`config.mk`:
```
export PLATFORM = sky130hd
export DESIGN_NAME = branch_resolver_flat
export DESIGN_NICKNAME = d
export VERILOG_FILES = /design/src/rtl/branch_resolver_pkg.sv /design/src/rtl/branch_resolver_if.sv /design/src/rtl/branch_cond_eval.sv /design/src/rtl/branch_resolver.sv /design/src/flat_wrapper.sv
export SDC_FILE = /design/constraint.sdc
export NUM_CORES = 1
export LEC_CHECK = 0
export BUFFER_PORTS_ARGS = -buffer_cell sky130_fd_sc_hd__buf_2
export CAP_MARGIN = 20
export CORE_MARGIN = 2
export CORE_UTILIZATION = 49
export DETAILED_ROUTE_END_ITERATION = 6
export HOLD_SLACK_MARGIN = 0.06
export MAX_ROUTING_LAYER = met4
export PLACE_DENSITY_LB_ADDON = 0.25
export SLEW_MARGIN = 20
export SYNTH_ARGS = -nofsm -noshare
export SYNTH_HDL_FRONTEND = slang
export SYNTH_SLANG_ARGS = --single-unit
```
`constraint.sdc`:
```
create_clock -name clk -period 4.55 [get_ports clk]
set_input_delay 0.6825 -clock clk [delete_from_list [all_inputs] [get_ports clk]]
set_output_delay 0.6825 -clock clk [all_outputs]
set_load 0.02 [all_outputs]
```
`src/rtl/branch_resolver_pkg.sv`:
```
// branch_resolver_pkg: shared condition codes, flag bit positions and FSM states
package branch_resolver_pkg;
  typedef enum logic [2:0] {ALWAYS, EQ, NE, LT, GT, LE, GE, NEVER} br_cond_t;
  localparam int kFLAG_LT = 2;
  localparam int kFLAG_GT = 1;
  localparam int kFLAG_EQ = 0;
  typedef enum logic {IDLE, REDIRECT} br_state_t;
endpackage

```
`src/rtl/branch_resolver_if.sv`:
```
// branch_resolver_if: ALU flags, decode branch request and fetch redirect bundle
interface branch_resolver_if #(
  parameter int DATA_PATH_WIDTH = 8,
  parameter int PC_WIDTH = 8
);
  logic flag_we;
  logic lt_in;
  logic gt_in;
  logic eq_in;
  logic br_valid;
  logic br_ready;
  logic [2:0] br_cond;
  logic [PC_WIDTH-1:0] br_pc;
  logic [DATA_PATH_WIDTH-1:0] br_offset;
  logic redirect_valid;
  logic redirect_ready;
  logic [PC_WIDTH-1:0] redirect_pc;
  logic resolved_valid;
  logic resolved_taken;
  logic [2:0] flags_q;
  modport master (
    output flag_we, lt_in, gt_in, eq_in, br_valid, br_cond, br_pc, br_offset, redirect_ready,
    input br_ready, redirect_valid, redirect_pc, resolved_valid, resolved_taken, flags_q
  );
  modport slave (
    input flag_we, lt_in, gt_in, eq_in, br_valid, br_cond, br_pc, br_offset, redirect_ready,
    output br_ready, redirect_valid, redirect_pc, resolved_valid, resolved_taken, flags_q
  );
endinterface

```
`src/rtl/branch_cond_eval.sv`:
```
// branch_cond_eval: evaluates a condition code against {LT,GT,EQ} flags
module branch_cond_eval
  import branch_resolver_pkg::*;
(
  input  br_cond_t   cond,
  input  logic [2:0] flags,
  output logic       taken
);
  logic lt, gt, eq;
  assign lt = flags[kFLAG_LT];
  assign gt = flags[kFLAG_GT];
  assign eq = flags[kFLAG_EQ];
  // one result per condition code; flags are used as stored, even if not one-hot
  always_comb begin
    taken = 1'b0;
    case (cond)
      ALWAYS: taken = 1'b1;
      EQ:     taken = eq;
      NE:     taken = !eq;
      LT:     taken = lt;
      GT:     taken = gt;
      LE:     taken = lt | eq;
      GE:     taken = gt | eq;
      default: taken = 1'b0;
    endcase
  end
endmodule

```
`src/rtl/branch_resolver.sv`:
```
// branch_resolver: latches ALU flags, resolves branches, drives fetch redirect (optional BRANCH_STATS_EN counters)
module branch_resolver
  import branch_resolver_pkg::*;
#(
  parameter int DATA_PATH_WIDTH = 8,
  parameter int PC_WIDTH = 8,
  parameter int COUNT_WIDTH = 16
) (
  input logic clk,
  input logic reset,
  branch_resolver_if.slave bus
`ifdef BRANCH_STATS_EN
  ,
  output logic [COUNT_WIDTH-1:0] resolved_count,
  output logic [COUNT_WIDTH-1:0] taken_count
`endif
);
  if (PC_WIDTH < DATA_PATH_WIDTH || COUNT_WIDTH < 1) begin : g_bad_params
    $error("branch_resolver: PC_WIDTH must be >= DATA_PATH_WIDTH and COUNT_WIDTH >= 1");
  end
  br_state_t state;
  logic [2:0] flags_q, flags_in, flags_eff;
  logic ready, accept, taken;
  logic signed [DATA_PATH_WIDTH-1:0] offset;
  logic [PC_WIDTH-1:0] target;
  assign flags_in = {bus.lt_in, bus.gt_in, bus.eq_in};
  assign flags_eff = bus.flag_we ? flags_in : flags_q;
  assign ready = state == IDLE;
  assign accept = bus.br_valid && ready;
  assign offset = bus.br_offset;
  assign target = bus.br_pc + PC_WIDTH'(offset);
  assign bus.br_ready = ready;
  assign bus.flags_q = flags_q;
  branch_cond_eval u_eval (
    .cond(br_cond_t'(bus.br_cond)),
    .flags(flags_eff),
    .taken(taken)
  );
  // flag latch, resolve pulse and IDLE/REDIRECT handshake FSM
  always_ff @(posedge clk) begin
    if (reset) begin
      state <= IDLE;
      flags_q <= 3'b000;
      bus.redirect_valid <= 1'b0;
      bus.redirect_pc <= '0;
      bus.resolved_valid <= 1'b0;
      bus.resolved_taken <= 1'b0;
    end else begin
      if (bus.flag_we) flags_q <= flags_in;
      bus.resolved_valid <= accept;
      bus.resolved_taken <= accept && taken;
      case (state)
        IDLE: if (accept && taken) begin
          state <= REDIRECT;
          bus.redirect_valid <= 1'b1;
          bus.redirect_pc <= target;
        end
        REDIRECT: if (bus.redirect_ready) begin
          state <= IDLE;
          bus.redirect_valid <= 1'b0;
        end
        default: state <= IDLE;
      endcase
    end
  end
`ifdef BRANCH_STATS_EN
  // saturating counts of accepted and taken branches
  always_ff @(posedge clk) begin
    if (reset) begin
      resolved_count <= '0;
      taken_count <= '0;
    end else begin
      if (accept && !(&resolved_count)) resolved_count <= resolved_count + 1'b1;
      if (accept && taken && !(&taken_count)) taken_count <= taken_count + 1'b1;
    end
  end
`endif
endmodule

```
`src/flat_wrapper.sv`:
```
// flat-port wrapper written by rule: the top's interface ports become plain ports
module branch_resolver_flat import branch_resolver_pkg::*;
#(
  parameter int DATA_PATH_WIDTH = 8,
  parameter int PC_WIDTH = 8,
  parameter int COUNT_WIDTH = 16
)
  (clk, reset, bus_flag_we, bus_lt_in, bus_gt_in, bus_eq_in, bus_br_valid, bus_br_cond, bus_br_pc, bus_br_offset, bus_redirect_ready, bus_br_ready, bus_redirect_valid, bus_redirect_pc, bus_resolved_valid, bus_resolved_taken, bus_flags_q);
  branch_resolver_if #(.DATA_PATH_WIDTH(DATA_PATH_WIDTH), .PC_WIDTH(PC_WIDTH)) bus_i ();
  input logic clk;
  input logic reset;
  input wire logic [$bits(bus_i.flag_we)-1:0] bus_flag_we;
  input wire logic [$bits(bus_i.lt_in)-1:0] bus_lt_in;
  input wire logic [$bits(bus_i.gt_in)-1:0] bus_gt_in;
  input wire logic [$bits(bus_i.eq_in)-1:0] bus_eq_in;
  input wire logic [$bits(bus_i.br_valid)-1:0] bus_br_valid;
  input wire logic [$bits(bus_i.br_cond)-1:0] bus_br_cond;
  input wire logic [$bits(bus_i.br_pc)-1:0] bus_br_pc;
  input wire logic [$bits(bus_i.br_offset)-1:0] bus_br_offset;
  input wire logic [$bits(bus_i.redirect_ready)-1:0] bus_redirect_ready;
  output wire logic [$bits(bus_i.br_ready)-1:0] bus_br_ready;
  output wire logic [$bits(bus_i.redirect_valid)-1:0] bus_redirect_valid;
  output wire logic [$bits(bus_i.redirect_pc)-1:0] bus_redirect_pc;
  output wire logic [$bits(bus_i.resolved_valid)-1:0] bus_resolved_valid;
  output wire logic [$bits(bus_i.resolved_taken)-1:0] bus_resolved_taken;
  output wire logic [$bits(bus_i.flags_q)-1:0] bus_flags_q;
  assign bus_i.flag_we = bus_flag_we;
  assign bus_i.lt_in = bus_lt_in;
  assign bus_i.gt_in = bus_gt_in;
  assign bus_i.eq_in = bus_eq_in;
  assign bus_i.br_valid = bus_br_valid;
  assign bus_i.br_cond = bus_br_cond;
  assign bus_i.br_pc = bus_br_pc;
  assign bus_i.br_offset = bus_br_offset;
  assign bus_i.redirect_ready = bus_redirect_ready;
  assign bus_br_ready = bus_i.br_ready;
  assign bus_redirect_valid = bus_i.redirect_valid;
  assign bus_redirect_pc = bus_i.redirect_pc;
  assign bus_resolved_valid = bus_i.resolved_valid;
  assign bus_resolved_taken = bus_i.resolved_taken;
  assign bus_flags_q = bus_i.flags_q;
  branch_resolver #(.DATA_PATH_WIDTH(DATA_PATH_WIDTH), .PC_WIDTH(PC_WIDTH), .COUNT_WIDTH(COUNT_WIDTH)) u_core (.clk(clk), .reset(reset), .bus(bus_i));
endmodule
```
Word level (Yosys, flattened, before mapping)
Index checks and enable logic that the tools add are counted.

operators by class
  equal/unequal tests = 8
  reduce and logical (&&, ||, !) cells = 6
  bitwise logic cells = 3
  $add $sub $neg = 1
  mux-type cells = 8

operator list
  kind                                                 number
  equality test 3 bit, second input constant           3
  adder 8 bit                                          1
  one-hot mux 1 bit (7 select lines)                   1
  equality test 3 x 2 -> 1 bit, second input constant  2
  two-way mux 1 bit                                    4
  != test 2 bit, second input constant                 2
  one-hot mux 1 bit (2 select lines)                   2
  AND reduction 2 bit                                  2
  equality test 3 x 1 -> 1 bit, second input constant  1
  zero test 3 bit                                      1
  two-way mux 3 bit                                    1
  logical AND 1 bit                                    2
  bitwise OR 1 bit                                     2
  zero test 1 bit                                      1
  inverter 1 bit                                       1

word-level totals
  word-level logic and storage cells = 32
  register bits = 15
  output and inout bits = 15

Depth between registers and ports, before layout
Gate-level depths: netlist of run 1.

  depth after elaboration = 6
  mapped depth = 8
  mapped depth without buffers = 8

Modules after synthesis
From an unflattened synthesis of run 1, not the netlist that was laid out.

second synthesis, totals
  cell total of the unflattened synthesis = 104
  area total of the unflattened synthesis = 904.6 um^2

by module, submodules not included
  module            area each (um^2)  instances  cells an instance  sequential area each (um^2)
  branch_resolver   840.8             1          96                 300.3
  branch_cond_eval  63.8              1          8                  0.0

Worst setup path before layout of run 1
No wires, ideal clock.

  path kind = input to register
  from = input port bus_br_offset[0]
  to = register u_core.bus.redirect_pc[6]
  arrival time = 2.015 ns
  setup time = 0.096 ns
  buffers on the path = 0
  cell stages on the path = 8
  slack = 2.439 ns
  cell sequence = ha_1 -> inv_1 -> fa_1 -> nand2b_1 -> a21oi_1 -> o21a_1 -> nor3_1 -> o41ai_2

on the way
  word-level cells in the longest chain between the ends = 1

RTL lines
  item                    RTL line                  source
  start: declaration      flat_wrapper.sv:19        input wire logic [$bits(bus_i.br_offset)-1:0] bus_br_offset;
  adder 8 bit             branch_resolver.sv:31     assign target = bus.br_pc + PC_WIDTH'(offset);
  end signal: assignment  branch_resolver.sv:56     bus.redirect_pc <= target;
  end: declaration        branch_resolver_if.sv:27  output br_ready, redirect_valid, redirect_pc, resolved_valid, resolved_taken, flags_q

Every way passes these cells.
A chain may end at the register's enable or synchronous reset.

Worst setup path in the final report of run 1
Same ends and word-level chain as after synthesis.

==> results_dict.tcl, run 1 <==
set metrics [dict create \
    synth_seq_cells 15 \
    synth_edf_count 0 \
    finalWirelength_um 2140 \
    holdPathEnd "u_core.bus.redirect_valid" \
    setup_tns_ps 0 \
    powerDensity_nw_per_um2 283 \
    cp.required_ps 4750 \
    grt_overflow 0 \
    status "finished, final reports clean" \
    fp.dieH_um 47.2 \
    synth-main-ff-cell "dfxtp_1" \
    drt-met1-wl_um 848 \
    cp_max_fo 3 \
    post-route-util 0.669 \
    areaGrowthSynthToFinish_pct 27.6 \
    postCtsSetupBuffers 0 \
    cp_data_arrival_time_ps 2260 \
    yosysSeqAreaShare 0.328 \
    r2r_end "u_core.bus.redirect_pc[6]" \
    syn_area_per_cell_sq_um 9.06 \
    post-route-period-util 0.454 \
    drive_gt1_frac 0.361 \
    die_x_um 47.2 \
    worstMarginPinSlew_ps 429 \
    syn_inst 101 \
    path_class "in -> reg" \
    placed_cells 165 \
    viasPerCell 5.28 \
    hold_start "u_core.bus.redirect_valid" \
    boundaryPins 42 \
    place.gp.congestion 0.774 \
    met2WireLength_um 1140 \
    cts_resized 0 \
    slew_viol_final 0 \
    ys_warn_count 0 \
    dr.first_iter.drc_count 23 \
    firstDrtPassIters 4 \
    grt_pass1_vias 813 \
    fmax_mhz 484 \
    irDropWorstVdd_mv 0.147 \
    finalInstanceArea_sq_um 1170 \
    hp-class "reg -> reg" \
    placed_area_sq_um 1140 \
    max_cap_violations 0 \
    final_cells 169 \
    p_int_w 0.000218 \
    initial_utilization 0.524 \
    cp-start-kind "input port" \
    fin_nets 180 \
    p_seq_frac 0.440 \
    grt_setup_unrepaired "no" \
    ant_nets 0 \
    antenna_found_initial 0 \
    r2r_slack_ps 2850 \
    vias 893 \
    clock_sinks 15 \
    drc_errors 0 \
    io_buffers 41 \
    synth.net_count 136 \
    r2r-start "u_core.bus.flags_q[0]" \
    top_layer_used "met4" \
    p_sw_frac 0.340 \
    grt_max_degree 16 \
    fillCellCount 166 \
    end_kind "flip-flop" \
    tritoncts "yes" \
    wl_per_cell_um 12.7 \
    setup_viol 0 \
    syn_area_sq_um 915 \
    skew_ps 4.43 \
    holdBufCountCts 0 \
    ys_async_sr_fraction 0 \
    core_region_area_sq_um 1750 \
    finalHoldViolations 0 \
    min_period_ps 2070 \
    power_frac_comb 0.319 \
    antennaDiodeCount 0 \
    r2r.worst_path.cells 5 \
    cts_buffers 3 \
    path_clk_slew_ps 100 \
    ys_types 33 \
    power_leakage_nw 0.561 \
    placementRows 15 \
    power_frac_clock 0.241 \
    clockBufferDepth 2 \
    grt_first_pass_wirelength_um 3430 \
    cts_root_buf "clkbuf_4" \
    wl_met3_um 107 \
    h-tree-depth 1 \
    clk_latency_ps 290 \
    dp_hpwl_um 1730 \
    relSlewSlack 0.705 \
    grtUsageTotal 0.232 \
    holdPathStages 2 \
    netSwitchingPower_w 0.000112 \
    dieArea_sq_um 2230 \
]
[flip-flops by register name, summed over array words and instances, names as in the netlist]
signal                     count
u_core.bus.resolved_taken      1
u_core.bus.redirect_pc         8
u_core.state                   1
u_core.bus.resolved_valid      1
u_core.bus.flags_q             3
u_core.bus.redirect_valid      1
[cells in the mapped netlist (2+ instances only)]
cell type   n  area (sq um)
nor2_1      6          22.5
o31ai_1     2          15.0
a21oi_1    12          60.1
o21ai_1     3          15.0
o21ai_0     6          30.0
nand3_1     5          25.0
o21a_1      2          15.0
nand2_1     3          11.3
mux2i_1     3          30.0
nand2b_1    4          25.0
inv_1       7          26.3
xnor2_1     3          26.3
and3_1      2          12.5
o211ai_1    4          30.0
ha_1        7          87.6
dfxtp_1    15           300
[critical path, stage by stage]
cell,delay [ps]
buf_2,80
ha_1,180
inv_1,60
fa_1,410
nand2b_1,180
a21oi_1,170
o21a_1,160
nor3_1,60
o41ai_2,270
[worst max path at each step]
stage	startpoint	end	slack (ps)	depth (start not counted)
2_1_floorplan	bus_br_offset[0]	u_core.bus.redirect_pc[6]	2440	8
3_3_place_gp	bus_br_offset[0]	u_core.bus.redirect_pc[6]	2290	9
3_5_place_dp	bus_br_offset[0]	u_core.bus.redirect_pc[6]	2190	9
4_1_cts	bus_br_offset[0]	u_core.bus.redirect_pc[6]	2490	9
5_1_grt	bus_br_offset[0]	u_core.bus.redirect_pc[6]	2390	9
6_report	bus_br_offset[0]	u_core.bus.redirect_pc[6]	2480	9
[kinds of logic (layout without fill, tap and decap cells)]
logic type / count (synthesis) / count (layout) / share of synthesized area
AO/OA/AOI/OAI: 37 / 37 / 0.293
XOR/XNOR: 4 / 4 / 0.0383
adder cells (fa/ha/maj): 8 / 8 / 0.118
buffers and inverters: 9 / 52 / 0.0410
flip-flops: 15 / 15 / 0.328
multiplexers: 3 / 3 / 0.0328
AND/OR/NAND/NOR: 25 / 25 / 0.149
[area by class of cell]
cell class                      instances  area [sq um]  area share
Tap cell                               25          31.3      0.0268
Multi-Input combinational cell         77           577       0.494
Inverter                                7          26.3      0.0225
Timing Repair Buffer                   41           205       0.176
Clock inverter                          1          5.00     0.00429
Clock buffer                            3          22.5      0.0193
Sequential cell                        15           300       0.257
[cells in the final DEF (no fill, tap or decap), types with 2 or more instances in the layout]
master and instances:
xnor2_1 3, ha_1 7, o21a_1 2, o211ai_1 4
nor2_1 6, mux2i_1 3, nand2_1 3, o31ai_1 2
buf_2 41, nand2b_1 4, and3_1 2, o21ai_0 6
dfxtp_1 15, o21ai_1 3, inv_1 7, clkbuf_4 3
a21oi_1 12, nand3_1 5
[power groups by stage]
stage,Combinational [W],Sequential [W],Clock (W)
CTS,0.000106,0.000145,0.0000794
finish,0.000105,0.000145,0.0000794
global placement,0.000102,0.000148,0
global route,0.000118,0.000146,0.0000848
floorplan,0.0000608,0.000159,0
detailed placement,0.000106,0.000148,0
[through the flow]
step	hold WS [ps]	worst slack (ps)	total power, W
floorplan	457	2440	0.000220
global placement	441	2290	0.000250
detailed placement	454	2190	0.000254
CTS	468	2490	0.000331
global route	478	2390	0.000349
finish	468	2480	0.000330
[routing by layer]
metal | track usage | up-vias
met5 | - | -
li1 | - | 459
met1 | 0.238 | 397
met2 | 0.419 | 33
met4 | 0.100 | 0
met3 | 0.0500 | 4
Power figures use the tool's default switching activity.
==> run 2, diff against run 1 <==
--- a/config.mk
+++ b/config.mk
@@ -7,8 +7,9 @@
 export LEC_CHECK = 0
 export BUFFER_PORTS_ARGS = -buffer_cell sky130_fd_sc_hd__buf_2
 export CAP_MARGIN = 20
+export CORE_ASPECT_RATIO = 1.5
 export CORE_MARGIN = 2
-export CORE_UTILIZATION = 49
+export CORE_UTILIZATION = 45
 export DETAILED_ROUTE_END_ITERATION = 6
 export HOLD_SLACK_MARGIN = 0.06
 export MAX_ROUTING_LAYER = met4
==> constraint.sdc (replaced) <==
create_clock -name clk -period 2.1 [get_ports clk]
set_input_delay 0.315 -clock clk [delete_from_list [all_inputs] [get_ports clk]]
set_output_delay 0.315 -clock clk [all_outputs]
set_load 0.02 [all_outputs]
==> run 2 against run 1 <==
Net effect:
- total power up 110%
- count of clock-buffer cells in the layout grew 1
- sequential share of layout area increased by 0.11 points
- clock skew decreased by 3.1 ps
- setup slack lost 2100 ps
- cell area shrank 0.43%
- register-to-register slack worse by 2400 ps
- wire length shrank 11%
- via count up 0.11%
- global-route usage down 5.0 points
- non-clock buffer count unchanged
- highest routed layer unchanged
==> results_dict.tcl, run 2 (synthesis results as in run 1) <==
set metrics [dict create \
    status "finished, final reports clean" \
    slew_viol_final 0 \
    p_int_w 0.000475 \
    clockBufferDepth 2 \
    clk_latency_ps 280 \
    setup_viol 0 \
    post-route-util 0.588 \
    netSwitchingPower_w 0.000229 \
    dr.first_iter.drc_count 9 \
    setup_tns_ps 0 \
    relSlewSlack 0.702 \
    crit_path_max_incr_delay_ps 430 \
    power_frac_comb 0.320 \
    wl_per_cell_um 11.5 \
    fp.dieH_um 59.2 \
    skew_ps 1.28 \
    hp-class "in -> reg" \
    vias 894 \
    min_period_ps 1690 \
    finalHoldViolations 0 \
    placementRows 20 \
    end_kind "flip-flop" \
    power_frac_clock 0.235 \
    crit_chain "mux2i_1 > o211ai_1 > and3_1 > nand2_4 > o41ai_2" \
    p_seq_frac 0.446 \
    initial_utilization 0.463 \
    post-route-period-util 0.806 \
    cp-start-kind "flip-flop" \
    worstMarginPinSlew_ps 434 \
    cts_resized 0 \
    grtUsageTotal 0.182 \
    grt_setup_unrepaired "no" \
    areaGrowthSynthToFinish_pct 27.1 \
    cts_buffers 3 \
    top_register "u_core.bus.redirect_pc" \
    dieArea_sq_um 2420 \
    path_clk_slew_ps 80 \
    antennaDiodeCount 0 \
    drive_gt1_frac 0.354 \
    viasPerCell 5.39 \
    antenna_found_initial 0 \
    fin_nets 180 \
    grt_pass1_vias 842 \
    io_buffers 41 \
    postCtsSetupBuffers 0 \
    core_region_area_sq_um 1980 \
    ant_nets 0 \
    cp_max_fo 8 \
    cp.required_ps 2290 \
    max_cap_violations 0 \
    tritoncts "yes" \
    post-place-ws_ps 123 \
    h-tree-depth 1 \
    grt_first_pass_wirelength_um 3020 \
    boundaryPins 42 \
    p_sw_frac 0.326 \
    reg_top3 "u_core.bus.redirect_pc: 8 flops, u_core.bus.flags_q: 3 flops" \
    finalWirelength_um 1910 \
    power_leakage_nw 0.558 \
    grt_max_degree 16 \
    fin_ws_ps 407 \
    layout_common_cells "buf_2, dfxtp_1, a21oi_1, inv_1, ha_1" \
    firstDrtPassIters 3 \
    critical_path.slowest_cell "and3_1" \
    powerDensity_nw_per_um2 606 \
    holdWs_ps 287 \
    holdBufCountCts 0 \
    dp_hpwl_um 1610 \
    clock_sinks 15 \
    irDropWorstVdd_mv 0.265 \
    path_class "reg -> reg" \
    cp_top_family "compound AO/OA/AOI/OAI gates" \
    cp_data_arrival_time_ps 1890 \
    grt_overflow 0 \
    die_x_um 40.8 \
    place.gp.congestion 0.704 \
    cts_root_buf "clkbuf_4" \
    crit_buf_inv 0 \
    drc_errors 0 \
    final_common_cell "buf_2" \
    fmax_mhz 591 \
    largest_reg_flops 8 \
]
## run 2: cell count changes in the layout (fill, tap and decap cells not counted), sizes merged
cell / previous run / this run
clkbuf: 3 / 4
clkinv: 1 / 0
## run 2: metrics by stage
step / total power (W) / cell area (sq um) / instances
final: 0.000704 / 1160 / 166
after floorplan: 0.000477 / 915 / 101
after global placement: 0.000542 / 1140 / 162
after detailed placement: 0.000547 / 1140 / 162
after CTS: 0.000711 / 1160 / 166
after global routing: 0.000747 / 1160 / 166
## run 2: worst paths after layout
path,from,endpoint,slack (ps),cells after the start
max,u_core.bus.flags_q[0],u_core.bus.redirect_pc[6],410,5
min,bus_br_valid,u_core.bus.resolved_valid,290,2
max reg2reg,u_core.bus.flags_q[0],u_core.bus.redirect_pc[6],410,5
min reg2reg,u_core.bus.redirect_valid,u_core.bus.redirect_valid,460,2
## run 2: layer usage
layer / global-route usage / share of wire
met5: - / 0
met4: 0.100 / 0.028
met3: 0.0226 / 0.060
met2: 0.330 / 0.53
met1: 0.167 / 0.38
## run 2: cell type report
class / instances / area (sq um)
flip-flops and latches: 15 / 300
fillers: 197 / 815
inverters: 7 / 26.3
repair buffers: 41 / 205
multi-input cells: 77 / 577
clock buffers: 4 / 26.3
well taps: 22 / 27.5
## run 2: power groups by stage
stage | logic [W] | clock network, W | registers (W)
after floorplan | 0.000132 | 0 | 0.000345
after global placement | 0.000222 | 0 | 0.000320
after detailed placement | 0.000226 | 0 | 0.000321
after CTS | 0.000227 | 0.000170 | 0.000314
after global routing | 0.000249 | 0.000180 | 0.000318
final | 0.000225 | 0.000165 | 0.000314
## run 2: worst reg2reg max path, cell delays in order, from the launching register on
cell and delay (ps):
dfxtp_1 330, mux2i_1 140, o211ai_1 260, and3_1 430
nand2_4 120, o41ai_2 320
